--- config.mk ---
export PLATFORM = sky130hd
export DESIGN_NAME = dose_window_monitor
export DESIGN_NICKNAME = d
export VERILOG_FILES = /design/src/rtl/dose_window_monitor.sv
export SDC_FILE = /design/constraint.sdc
export NUM_CORES = 1
export LEC_CHECK = 0
export CAP_MARGIN = 30
export CORE_MARGIN = 2
export CORE_UTILIZATION = 45
export DETAILED_ROUTE_END_ITERATION = 10
export PLACE_DENSITY = 0.74
export SYNTH_ARGS = -nofsm -noshare
export SYNTH_HDL_FRONTEND = slang
export SYNTH_SLANG_ARGS = --single-unit
--- constraint.sdc ---
create_clock -name clk -period 1.6 [get_ports clk]
set_clock_uncertainty 0.05 [all_clocks]
set_input_delay 0.32 -clock clk [delete_from_list [all_inputs] [get_ports clk]]
set_output_delay 0.32 -clock clk [all_outputs]
set_load 0.03 [all_outputs]
--- src/rtl/dose_window_monitor.sv ---
// dose_window_monitor
// Counts accepted analgesic dose requests inside a rolling therapy window.
// It feeds the alarm and clear inputs of the post-operative control FSM.
// An hour timer runs while monitoring is active. After each accepted dose,
// a lockout rejects new requests for a fixed number of cycles. The alarm
// is raised when the per-window dose ceiling is reached.
//
// Ports:
//   clk        system clock
//   rst        asynchronous active-low reset
//   enhours    monitoring active (0 = system off)
//   enlev      lever enable; a rising edge is one dose request
//   enchange   bag-change enable; a rising edge acknowledges the alarm
//   alarmon    dose ceiling reached (level)
//   clear      end-of-window pulse, one cycle wide
//   dose_count accepted doses in the current window
//   hour_count completed hours in the current window
//   dose_rej   one-cycle pulse when a request is rejected
module dose_window_monitor #(
   parameter int CYC_PER_HOUR  = 1000,
   parameter int HOURS_PER_DAY = 24,
   parameter int DOSE_MAX      = 8,
   parameter int LOCKOUT_CYC   = 50
) (
   input  logic       clk,
   input  logic       rst,
   input  logic       enhours,
   input  logic       enlev,
   input  logic       enchange,
   output logic       alarmon,
   output logic       clear,
   output logic [7:0] dose_count,
   output logic [4:0] hour_count,
   output logic       dose_rej
);

   localparam int CW = (CYC_PER_HOUR  > 1) ? $clog2(CYC_PER_HOUR)  : 1;
   localparam int HW = (HOURS_PER_DAY > 1) ? $clog2(HOURS_PER_DAY) : 1;
   localparam int DW = $clog2(DOSE_MAX + 1);
   localparam int LW = $clog2(LOCKOUT_CYC + 1);

   localparam logic [CW-1:0] CYC_LAST   = CW'(CYC_PER_HOUR - 1);
   localparam logic [HW-1:0] HOUR_LAST  = HW'(HOURS_PER_DAY - 1);
   localparam logic [DW-1:0] DOSE_PRE   = DW'(DOSE_MAX - 1);
   localparam logic [LW-1:0] LOCK_INIT  = LW'(LOCKOUT_CYC);

   typedef enum logic [1:0] {
      ST_OFF   = 2'b00,
      ST_READY = 2'b01,
      ST_LOCK  = 2'b10,
      ST_FULL  = 2'b11
   } state_t;

   state_t        state_r;
   logic [CW-1:0] cyc_r;
   logic [HW-1:0] hour_r;
   logic [DW-1:0] dose_r;
   logic [LW-1:0] lock_r;
   logic          enlev_r;
   logic          enchange_r;
   logic          alarm_r;
   logic          clear_r;
   logic          rej_r;

   logic          lev_rise_s;
   logic          chg_rise_s;
   logic          cyc_end_s;
   logic          wrap_s;

   // Rising-edge and window-end decode from the registered history.
   always_comb begin
      lev_rise_s = enlev & ~enlev_r;
      chg_rise_s = enchange & ~enchange_r;
      cyc_end_s  = (cyc_r == CYC_LAST);
      if (enhours && cyc_end_s && (hour_r == HOUR_LAST)) begin
         wrap_s = 1'b1;
      end else begin
         wrap_s = 1'b0;
      end
   end

   // One-deep history of the lever and bag-change enables.
   always_ff @(posedge clk or negedge rst) begin
      if (!rst) begin
         enlev_r    <= 1'b0;
         enchange_r <= 1'b0;
      end else begin
         enlev_r    <= enlev;
         enchange_r <= enchange;
      end
   end

   // Hour timer and end-of-window pulse; runs only while monitoring is active.
   always_ff @(posedge clk or negedge rst) begin
      if (!rst) begin
         cyc_r   <= '0;
         hour_r  <= '0;
         clear_r <= 1'b0;
      end else if (!enhours) begin
         cyc_r   <= '0;
         hour_r  <= '0;
         clear_r <= 1'b0;
      end else if (cyc_end_s) begin
         cyc_r <= '0;
         if (hour_r == HOUR_LAST) begin
            hour_r  <= '0;
            clear_r <= 1'b1;
         end else begin
            hour_r  <= hour_r + HW'(1);
            clear_r <= 1'b0;
         end
      end else begin
         cyc_r   <= cyc_r + CW'(1);
         clear_r <= 1'b0;
      end
   end

   // Dose FSM: the power-off, window-end and acknowledge paths pre-empt lever handling.
   always_ff @(posedge clk or negedge rst) begin
      if (!rst) begin
         state_r <= ST_OFF;
         dose_r  <= '0;
         lock_r  <= '0;
         alarm_r <= 1'b0;
         rej_r   <= 1'b0;
      end else begin
         rej_r <= 1'b0;
         if (!enhours) begin
            state_r <= ST_OFF;
            dose_r  <= '0;
            lock_r  <= '0;
            alarm_r <= 1'b0;
         end else if (wrap_s || chg_rise_s) begin
            // A lever edge in this cycle is dropped, not rejected.
            state_r <= ST_READY;
            dose_r  <= '0;
            lock_r  <= '0;
            alarm_r <= 1'b0;
         end else begin
            case (state_r)
               ST_OFF: begin
                  state_r <= ST_READY;
               end
               ST_READY: begin
                  if (lev_rise_s) begin
                     dose_r <= dose_r + DW'(1);
                     lock_r <= LOCK_INIT;
                     if (dose_r == DOSE_PRE) begin
                        state_r <= ST_FULL;
                        alarm_r <= 1'b1;
                     end else begin
                        state_r <= ST_LOCK;
                     end
                  end else begin
                     state_r <= ST_READY;
                  end
               end
               ST_LOCK: begin
                  rej_r <= lev_rise_s;
                  // Reaching zero on this edge re-arms acceptance for the next cycle.
                  if (lock_r <= LW'(1)) begin
                     lock_r  <= '0;
                     state_r <= ST_READY;
                  end else begin
                     lock_r  <= lock_r - LW'(1);
                     state_r <= ST_LOCK;
                  end
               end
               ST_FULL: begin
                  alarm_r <= 1'b1;
                  rej_r   <= lev_rise_s;
               end
               default: begin
                  state_r <= ST_OFF;
                  dose_r  <= '0;
                  lock_r  <= '0;
                  alarm_r <= 1'b0;
               end
            endcase
         end
      end
   end

   assign alarmon    = alarm_r;
   assign clear      = clear_r;
   assign dose_rej   = rej_r;
   assign dose_count = 8'(dose_r);
   assign hour_count = 5'(hour_r);

endmodule

==> metrics.cfg <==
[setup_path]
startpoint = cyc_r[1]
crit_fanout = 6
rr_endpoint = alarmon
cp_slowest_stage_delay_ns = 0.39
crit_chain = ha_2, nand4b_1, or3_4, o211ai_4, buf_6, buf_12, nor2_1
crit_end = alarmon
rrSetupSlack_ns = -0.17
crit_buf_inv = 2
r2r_cells = 7
path_depth = 7
rr_startpoint = cyc_r[1]
cp_slowest_cell = or3_4
start_kind = register
end_kind = register
critical_path.top_delay_family = simple AND/OR/NAND/NOR gates
arrival_ns = 1.89
crit_type = register to register
crit_required_ns = 1.72

[yosys]
synth_warnings = 0
ys_seq_area_frac = 0.4709
ys_async_sr_fraction = 1.000
synth_flop_cell = dfrtp_1
syn_area_per_cell_sq_um = 10.18
synth_area_leaders = dfrtp_1 (47%), ha_1 (6.6%), nor2_1 (3.5%)
synth_cell_types = 44
syn_inst = 167
synth_top_area_frac = 0.4709
synth_top_area_cell = dfrtp_1
synth_area_sq_um = 1700
synth_edf_count = 0
ys_seq_elements = 32

[cts]
clock_latency_ns = 0.29
numCtsBuffers = 5
clk_pin_slew_ns = 0.07
cts_hold_buf = 0
clock-root-buffer = clkbuf_8
cts_tree = built
cts_buffer_depth = 2
clock_sinks = 32
htreeDepth = 2

[timing]
min_period_ns = 1.767
worst_slack_ns = -0.1675
fmax_mhz = 565.8
slew_violations = 0
final_hold_viol_count = 0
period_share = 1.105
finalSetupViolations = 16
rsz0062_at_grt = yes
finalSetupTns_ns = -1.688

[grt]
grt_overflow = 0
grt_pass1_wl_microns = 7093
grt_usage = 0.2222
antenna_found_initial = 0
grt_max_degree = 33
first_global_vias = 1532

[routing]
drt_iter0_drc = 56
wirelength_microns = 4294
wl_per_cell_microns = 15.79
vias_per_cell = 5.390
ant_nets = 0
drt-pass1-iter-count = 4
drc = 0
vias = 1466

[finish]
nNetsFinal = 238
final_common_cell = buf_4
layoutNonFillerInstCount = 272
fin_area_sq_um = 2474
num-fill-cells = 278
final_layout_size_suffix_gt1_frac = 0.3571
final_core_util = 0.6808
final_cell_mix = buf_4 (35), dfrtp_1 (32), dlygate4sd2_1 (12)
n_antenna_cell = 0
syn2layout_area_growth_pct = 45.47

[placed_design]
dpl.cell_count = 257
post-dp-hpwl_microns = 2925
globalplace.congestion = 0.8662
port_buffers = 16
dpl_cell_area_sq_um = 2192

[die]
start_util = 0.4680
die_area_sq_um = 4286
boundaryPins = 21
die_width_microns = 65.47
core_area_sq_um = 3633
die_height_microns = 65.47
rows = 22

[status]
violations = negative setup slack
status = complete, but fails checks

[power]
leakagePower_nw = 1.160
power_density_nw_per_um2 = 969.7
worst_ir_drop_vdd_v = 0.0004979
p_total_mw = 2.399

[job]
cap_violations = 0

[hold_path]
min-delay-path-class = input pin to async pin

## area by class of cell
| type | count | area (sq um) | area share |
|---|---|---|---|
| multi-input combinational | 122 | 984.7 | 0.3981 |
| sequential | 32 | 800.8 | 0.3237 |
| inverter | 5 | 18.77 | 0.007587 |
| clock buffer | 7 | 96.34 | 0.03895 |
| tap | 48 | 60.06 | 0.02428 |
| timing repair buffer | 58 | 513.0 | 0.2074 |
## sequential cells by signal, indices dropped and copies added (netlist names)
name,flops
lock_r,6
cyc_r,10
enchange_r,1
dose_rej,1
hour_count,5
dose_r,4
enlev_r,1
state_r,2
alarmon,1
clear,1
## Yosys cell counts, types with 2 or more instances
master    number
nor3_1         4
inv_1          5
a211oi_1       2
or3_1          5
nor2b_1        3
ha_1           9
o211ai_1       2
a21oi_1        4
o21ai_0        4
nand4_1        3
nand3_1        4
clkbuf_1       5
nor2_1        16
buf_4          5
nand2_1       12
mux2i_1        4
xor2_1         5
a21o_1         2
nand4b_1       3
o41ai_1        4
and3_1         5
nand2b_1       3
dfrtp_1       32
xnor2_1        6
## worst min path at each step
stage / cells past startpoint / startpoint / end
final: 2 / rst / cyc_r[6]
after global routing: 2 / rst / cyc_r[6]
after CTS: 2 / rst / enchange_r
after detailed placement: 2 / cyc_r[0] / cyc_r[0]
after global placement: 2 / alarmon / alarmon
after floorplan: 0 / rst / alarmon
## power by group
group / total [mW] / internal, mW / leakage [nW] / switching (mW)
registers: 0.916 / 0.857 / 0.436 / 0.0596
clock network: 0.685 / 0.383 / 0.0503 / 0.302
logic: 0.797 / 0.401 / 0.673 / 0.397
total: 2.40 / 1.64 / 1.16 / 0.759
## logic make-up (layout without fill, tap and decap cells)
logic type      Yosys count  in the layout  share of synthesized area
compound gates           28             28                     0.1207
simple gates             66             66                     0.2090
mux                       4              4                    0.02355
fa+ha+maj                 9              9                    0.06623
other cells               1              4                   0.002205
buf+inv                  16             70                    0.05078
xor+xnor                 11             11                    0.05666
flops                    32             32                     0.4709
## repair_timing
| action | in CTS | in global routing |
|---|---|---|
| gates resized for setup | 32 | 12 |
| pin swaps | 5 | 3 |
| setup buffers | 5 | 3 |
| cloned | 1 | 1 |
| endpoints found under the setup margin | 37 | 26 |
## through the flow
step / hold WS, ns / setup slack, ns
finish: 0.3523 / -0.1675
global route: 0.3747 / -0.2319
CTS: 0.3542 / -0.1622
detailed placement: 0.4834 / -0.3720
global placement: 0.4611 / -0.2690
floorplan: -0.02559 / -0.06972
## metal layers
metal / GRT usage / vias to the layer above / part of all wire
li1: - / 702 / -
met1: 0.2525 / 737 / 0.43
met2: 0.3814 / 18 / 0.53
met3: 0.06678 / 9 / 0.030
met4: 0.1042 / 0 / 0.017
met5: 0 / - / 0
(Power assumes the default switching activity.)
==> patch 1, RTL diff (same flow settings) <==
Reset style: synchronous (`rst`), changed in 3 clocked blocks. Comments in the files are not updated.
--- a/src/rtl/dose_window_monitor.sv
+++ b/src/rtl/dose_window_monitor.sv
@@ -80,7 +80,7 @@
    end
 
    // One-deep history of the lever and bag-change enables.
-   always_ff @(posedge clk or negedge rst) begin
+   always_ff @(posedge clk) begin
       if (!rst) begin
          enlev_r    <= 1'b0;
          enchange_r <= 1'b0;
@@ -91,7 +91,7 @@
    end
 
    // Hour timer and end-of-window pulse; runs only while monitoring is active.
-   always_ff @(posedge clk or negedge rst) begin
+   always_ff @(posedge clk) begin
       if (!rst) begin
          cyc_r   <= '0;
          hour_r  <= '0;
@@ -116,7 +116,7 @@
    end
 
    // Dose FSM: the power-off, window-end and acknowledge paths pre-empt lever handling.
-   always_ff @(posedge clk or negedge rst) begin
+   always_ff @(posedge clk) begin
       if (!rst) begin
          state_r <= ST_OFF;
          dose_r  <= '0;
Formal check against the unedited RTL: differs if rst is asserted again (counterexample within 4 cycles, from zero or initial values and one cycle with rst low); with rst held inactive, the same outputs for 10 cycles.
==> patch 1 against the original RTL <==
First-iteration DRC count up 20%. Critical path type unchanged. Worst setup slack better by 0.00059 ns. Synthesized area down 8.1%. Routed wire length down 10%. Cell area down 9.5%. The flow still finishes with violations (setup timing). Critical endpoint is now hour_count[3]. Sequential cell count unchanged. Via count up 1.4%. Highest routed layer unchanged.
Power is not compared: it rests on default switching activity, and its combinational part moved more than twofold at a synthesized area within 25%.
==> patch 1: results (changes against the original RTL) <==
status: "finished, violations left"
violations: "setup timing"
worstPathMaxFanout: 5  # -1
cts_root_buffer: "clkbuf_4"
yosysSeqAreaShare_pct: 41.0  # -6.1 points
setup_slack_ns: -0.167  # +0.000586 ns
wirelength_um: 3850  # -10%
synth_commonest_cells: "dfxtp_1, nor2_1, a21oi_1, nand2_1, nand3_1"
grt_pass1_wl_um: 6480  # -8.7%
grt_max_degree: 14  # -58%
nets: 250  # +5.0%
arrival_ns: 1.97  # +0.08 ns
gp_congestion: 0.857  # -1.0%
nFillCells: 297  # +6.8%
drtIter0Drc: 67  # +20%
critPathMaxStageDelay_ns: 0.43  # +0.04 ns
synthArstFlopShare_pct: 0  # -100 points
setup_viol: 23  # +7
yosysUniqueCellTypes: 40  # -9.1%
grt_usage_pct: 20.5  # -1.7 points
clk_latency_ns: 0.32  # +0.03 ns
r2r-end: "hour_count[3]"
synthTopCellsByArea: "dfxtp_1, ha_1, nor2_1, xnor2_1, a21oi_1"
drive_gt1_share_pct: 31.4  # -4.4 points
num_vias: 1486  # +1.4%
hpwl_um: 2810  # -4.0%
-- patch 1: cell count changes in the layout (fill, tap and decap cells not counted), sizes merged, moves of 4 or more --
cell   before  now
buf        41   37
a21oi       4   12
dfrtp      32    0
nor2       16   20
nand3       4   11
dfxtp       0   32
-- patch 1: timing repair --
item                                   in CTS  in global routing
cloned                                      0                  0
setup buffers                               3                  2
setup endpoints to repair                  36                 26
resized for setup                          24                 15
pin swaps                                   6                  7
endpoints found under the hold margin       0                  0
-- patch 1: power groups by stage --
stage / registers [mW] / logic (mW) / clock network [mW]
6_report: 0.812 / 0.134 / 0.605
5_1_grt: 0.814 / 0.147 / 0.665
4_1_cts: 0.813 / 0.130 / 0.612
3_5_place_dp: 0.831 / 0.125 / 0
3_3_place_gp: 0.831 / 0.120 / 0
2_1_floorplan: 0.831 / 0.0762 / 0
-- patch 1: how the worst max path moves through the flow --
stage | startpoint | endpoint | slack, ns | cells past startpoint
3_3_place_gp | enlev | lock_r[3] | -0.22 | 5
2_1_floorplan | cyc_r[0] | hour_count[3] | -0.18 | 6
4_1_cts | cyc_r[1] | hour_count[3] | -0.15 | 5
6_report | cyc_r[1] | hour_count[3] | -0.17 | 5
3_5_place_dp | enlev | lock_r[5] | -0.28 | 6
5_1_grt | cyc_r[1] | hour_count[3] | -0.22 | 5
-- patch 1: logic make-up after synthesis --
kind of cell	share of synthesized area [%]
multiplexers	1.28
adder cells (fa/ha/maj)	8.01
AND/OR/NAND/NOR	27.5
other	0.240
AO/OA/AOI/OAI	10.3
flip-flops	41.0
buffers and inverters	4.96
XOR/XNOR	6.73
-- patch 1: area by class of cell --
| cell class | instances | area (µm²) | area share [%] |
|---|---|---|---|
| clock buffer | 6 | 41.3 | 1.84 |
| inverter | 8 | 35.0 | 1.57 |
| sequential | 32 | 649 | 29.0 |
| tap | 46 | 57.6 | 2.57 |
| multi-input combinational | 135 | 981 | 43.8 |
| timing repair buffer | 53 | 439 | 19.6 |
| clock inverter | 2 | 35.0 | 1.57 |
-- patch 1: metal layers --
metal	up-vias	track usage (%)	routed length, µm
li1	733	-	-
met1	716	23.3	1670
met2	28	36.8	1980
met3	9	4.14	118
met4	0	8.89	85
met5	-	0	0
-- patch 1: per-stage QoR --
stage / utilization [%] / hold slack (ns) / setup TNS (ns) / instances / instance area [µm²]
final: 67.1 / 0.453 / -1.13 / 282 / 2240
after global routing: 67.1 / 0.479 / -3.10 / 282 / 2240
after CTS: 64.9 / 0.456 / -0.568 / 280 / 2170
after detailed placement: 61.1 / 0.444 / -2.98 / 270 / 2040
after global placement: 61.1 / 0.414 / -1.82 / 270 / 2040
after floorplan: - / 0.382 / -1.47 / 183 / 1620
==> patch 2, RTL diff (same flow settings) <==
Without the edit above. Change the parameter `CYC_PER_HOUR` from 1000 to 500.
--- a/src/rtl/dose_window_monitor.sv
+++ b/src/rtl/dose_window_monitor.sv
@@ -17,7 +17,7 @@
 //   hour_count completed hours in the current window
 //   dose_rej   one-cycle pulse when a request is rejected
 module dose_window_monitor #(
-   parameter int CYC_PER_HOUR  = 1000,
+   parameter int CYC_PER_HOUR  = 500,
    parameter int HOURS_PER_DAY = 24,
    parameter int DOSE_MAX      = 8,
    parameter int LOCKOUT_CYC   = 50
Behaviour: same outputs for any inputs over 10 cycles, from zero or initial values and one cycle with rst low; that may be too few to reach the edited logic, so the function may still have changed.
==> patch 2 against the original RTL <==
The flow still finishes with violations (setup timing). Worst setup slack improved by 0.088 ns. Cell area decreased by 5.1%. Routed wire length decreased by 10%. Sequential power decreased by 4.0%. Sequential cell count decreased by 1. Clock power decreased by 4.7%. Non-clock buffer count decreased by 2. Synthesized area decreased by 3.4%. Via count decreased by 5.8%. Total power decreased by 3.2%. Largest power group unchanged. Highest routed layer unchanged.
==> patch 2: results (changes against the original RTL) <==
swShare_pct: 31.3  # -0.34 points
drtIter0Drc: 71  # +27%
yosysSeqAreaShare_pct: 47.2  # +0.13 points
num_vias: 1381  # -5.8%
netlist_instances: 164  # -1.8%
htree_levels: 2  # unchanged
setup_viol: 6  # -10
grt_pass1_wl_um: 6800  # -4.2%
r2r-end: "hour_count[3]"
yosysUniqueCellTypes: 45  # +2.3%
largest_reg_flops: 9  # -1
grt_usage_pct: 21.2  # -1.0 points
cts-buffers-inserted: 5  # unchanged
first_pass_iters: 4  # unchanged
r2r_cells: 5  # -2
gp_congestion: 0.871  # +0.52%
synthFlopType: "dfrtp_1"
grt_max_degree: 32  # -3.0%
hold_class: "input port to asynchronous set/reset pin"
critPathMaxStageDelay_ns: 0.49  # +0.10 ns
path_clk_slew_ns: 0.11  # +0.04 ns
layout.cells.non_filler: 268  # -1.5%
dpl.cell_count: 250  # -2.7%
leakage_nw: 1.11  # -4.5%
drive_gt1_share_pct: 37.4  # +1.7 points
cts.path.max_buffers: 2  # unchanged
arrival_ns: 1.90
synthArstFlopShare_pct: 100  # unchanged
wirelength_um: 3850  # -10%
top_register: "cyc_r"
synth_commonest_cells: "dfrtp_1, nor2_1, ha_1, nand2_1"
cts_root_buffer: "clkbuf_4"
multi_input_area_um2: 943  # -4.2%
violations: "setup timing"
synthTopCellsByArea: "dfrtp_1, ha_1, nor2_1, xnor2_1, o21ai_0"
dpl_cell_area_um2: 2090  # -4.7%
numPortBuffers: 16  # unchanged
antenna_found_initial: 0  # unchanged
ys.warnings.count: 0  # unchanged
setup_slack_ns: -0.0800  # +0.0875 ns
hpwl_um: 2600  # -11%
peakVddDrop_mv: 0.625  # +26%
nFillCells: 272  # -2.2%
status: "finished, violations left"
crit_path_start: "cyc_r[1]"
path_class: "flop to flop"
first_global_vias: 1502  # -2.0%
slowest_stage: "or4b_4"
worstPathMaxFanout: 7  # +1
diodes: 0  # unchanged
nets: 235  # -1.3%
clk_latency_ns: 0.33  # +0.04 ns
## patch 2: changes by cell type in the layout (fill, tap and decap cells not counted), moves of 4 or more
cell	change
nor2_1	+10
clkbuf_8	-6
clkbuf_4	+5
nor2_2	-5
dlygate4sd2_1	-4
o21ai_0	+4
or3_1	-4
## patch 2: critical path: cells and delay by family, from the launching register on
kind            cells  cell delay, ns
simple gates        3            0.91
compound gates      1            0.13
flops               1            0.36
fa+ha+maj           1            0.18
## patch 2: layout make-up
cell class	instances	area share [%]
clock buffers	6	2.19
repair buffers	56	19.5
clock inverters	2	1.49
inverters	7	1.12
flip-flops and latches	31	33.1
well taps	46	2.45
multi-input cells	120	40.2
## patch 2: logic make-up after synthesis
kind of cell / count (synthesis) / share of synthesized area (%)
compound gates: 29 / 11.7
xor+xnor: 11 / 5.86
simple gates: 64 / 21.2
fa+ha+maj: 9 / 6.85
mux: 3 / 1.83
buf+inv: 16 / 5.10
flops: 31 / 47.2
other cells: 1 / 0.228
## patch 2: timing repair
action | in CTS | in global routing
pin swaps | 10 | 4
endpoints found under the setup margin | 28 | 21
setup buffers | 6 | 4
gates resized for setup | 28 | 18
## patch 2: how the worst min path moves through the flow
stage	depth (start not counted)	slack, ns	endpoint
2_1_floorplan	0	-0.03	alarmon
3_3_place_gp	2	0.46	alarmon
3_5_place_dp	2	0.47	cyc_r[0]
4_1_cts	2	0.32	lock_r[1]
5_1_grt	2	0.34	lock_r[1]
6_report	2	0.32	lock_r[1]
## patch 2: stage by stage
step,setup TNS (ns),setup WS [ns]
floorplan,-1.68,-0.165
global placement,-2.14,-0.319
detailed placement,-2.48,-0.362
CTS,-0.219,-0.0746
global route,-1.26,-0.135
finish,-0.304,-0.0800
## patch 2: power groups by stage
stage | registers, mW | logic (mW) | clock network (mW)
finish | 0.879 | 0.790 | 0.653
CTS | 0.878 | 0.693 | 0.662
global route | 0.889 | 0.857 | 0.697
floorplan | 0.890 | 0.360 | 0
global placement | 0.887 | 0.578 | 0
detailed placement | 0.892 | 0.604 | 0
## patch 2: routing by layer
layer | routed length (µm) | track usage, %
met5 | 0 | 0
met2 | 2030 | 37.4
met3 | 120 | 4.86
met1 | 1660 | 25.1
met4 | 40 | 8.24
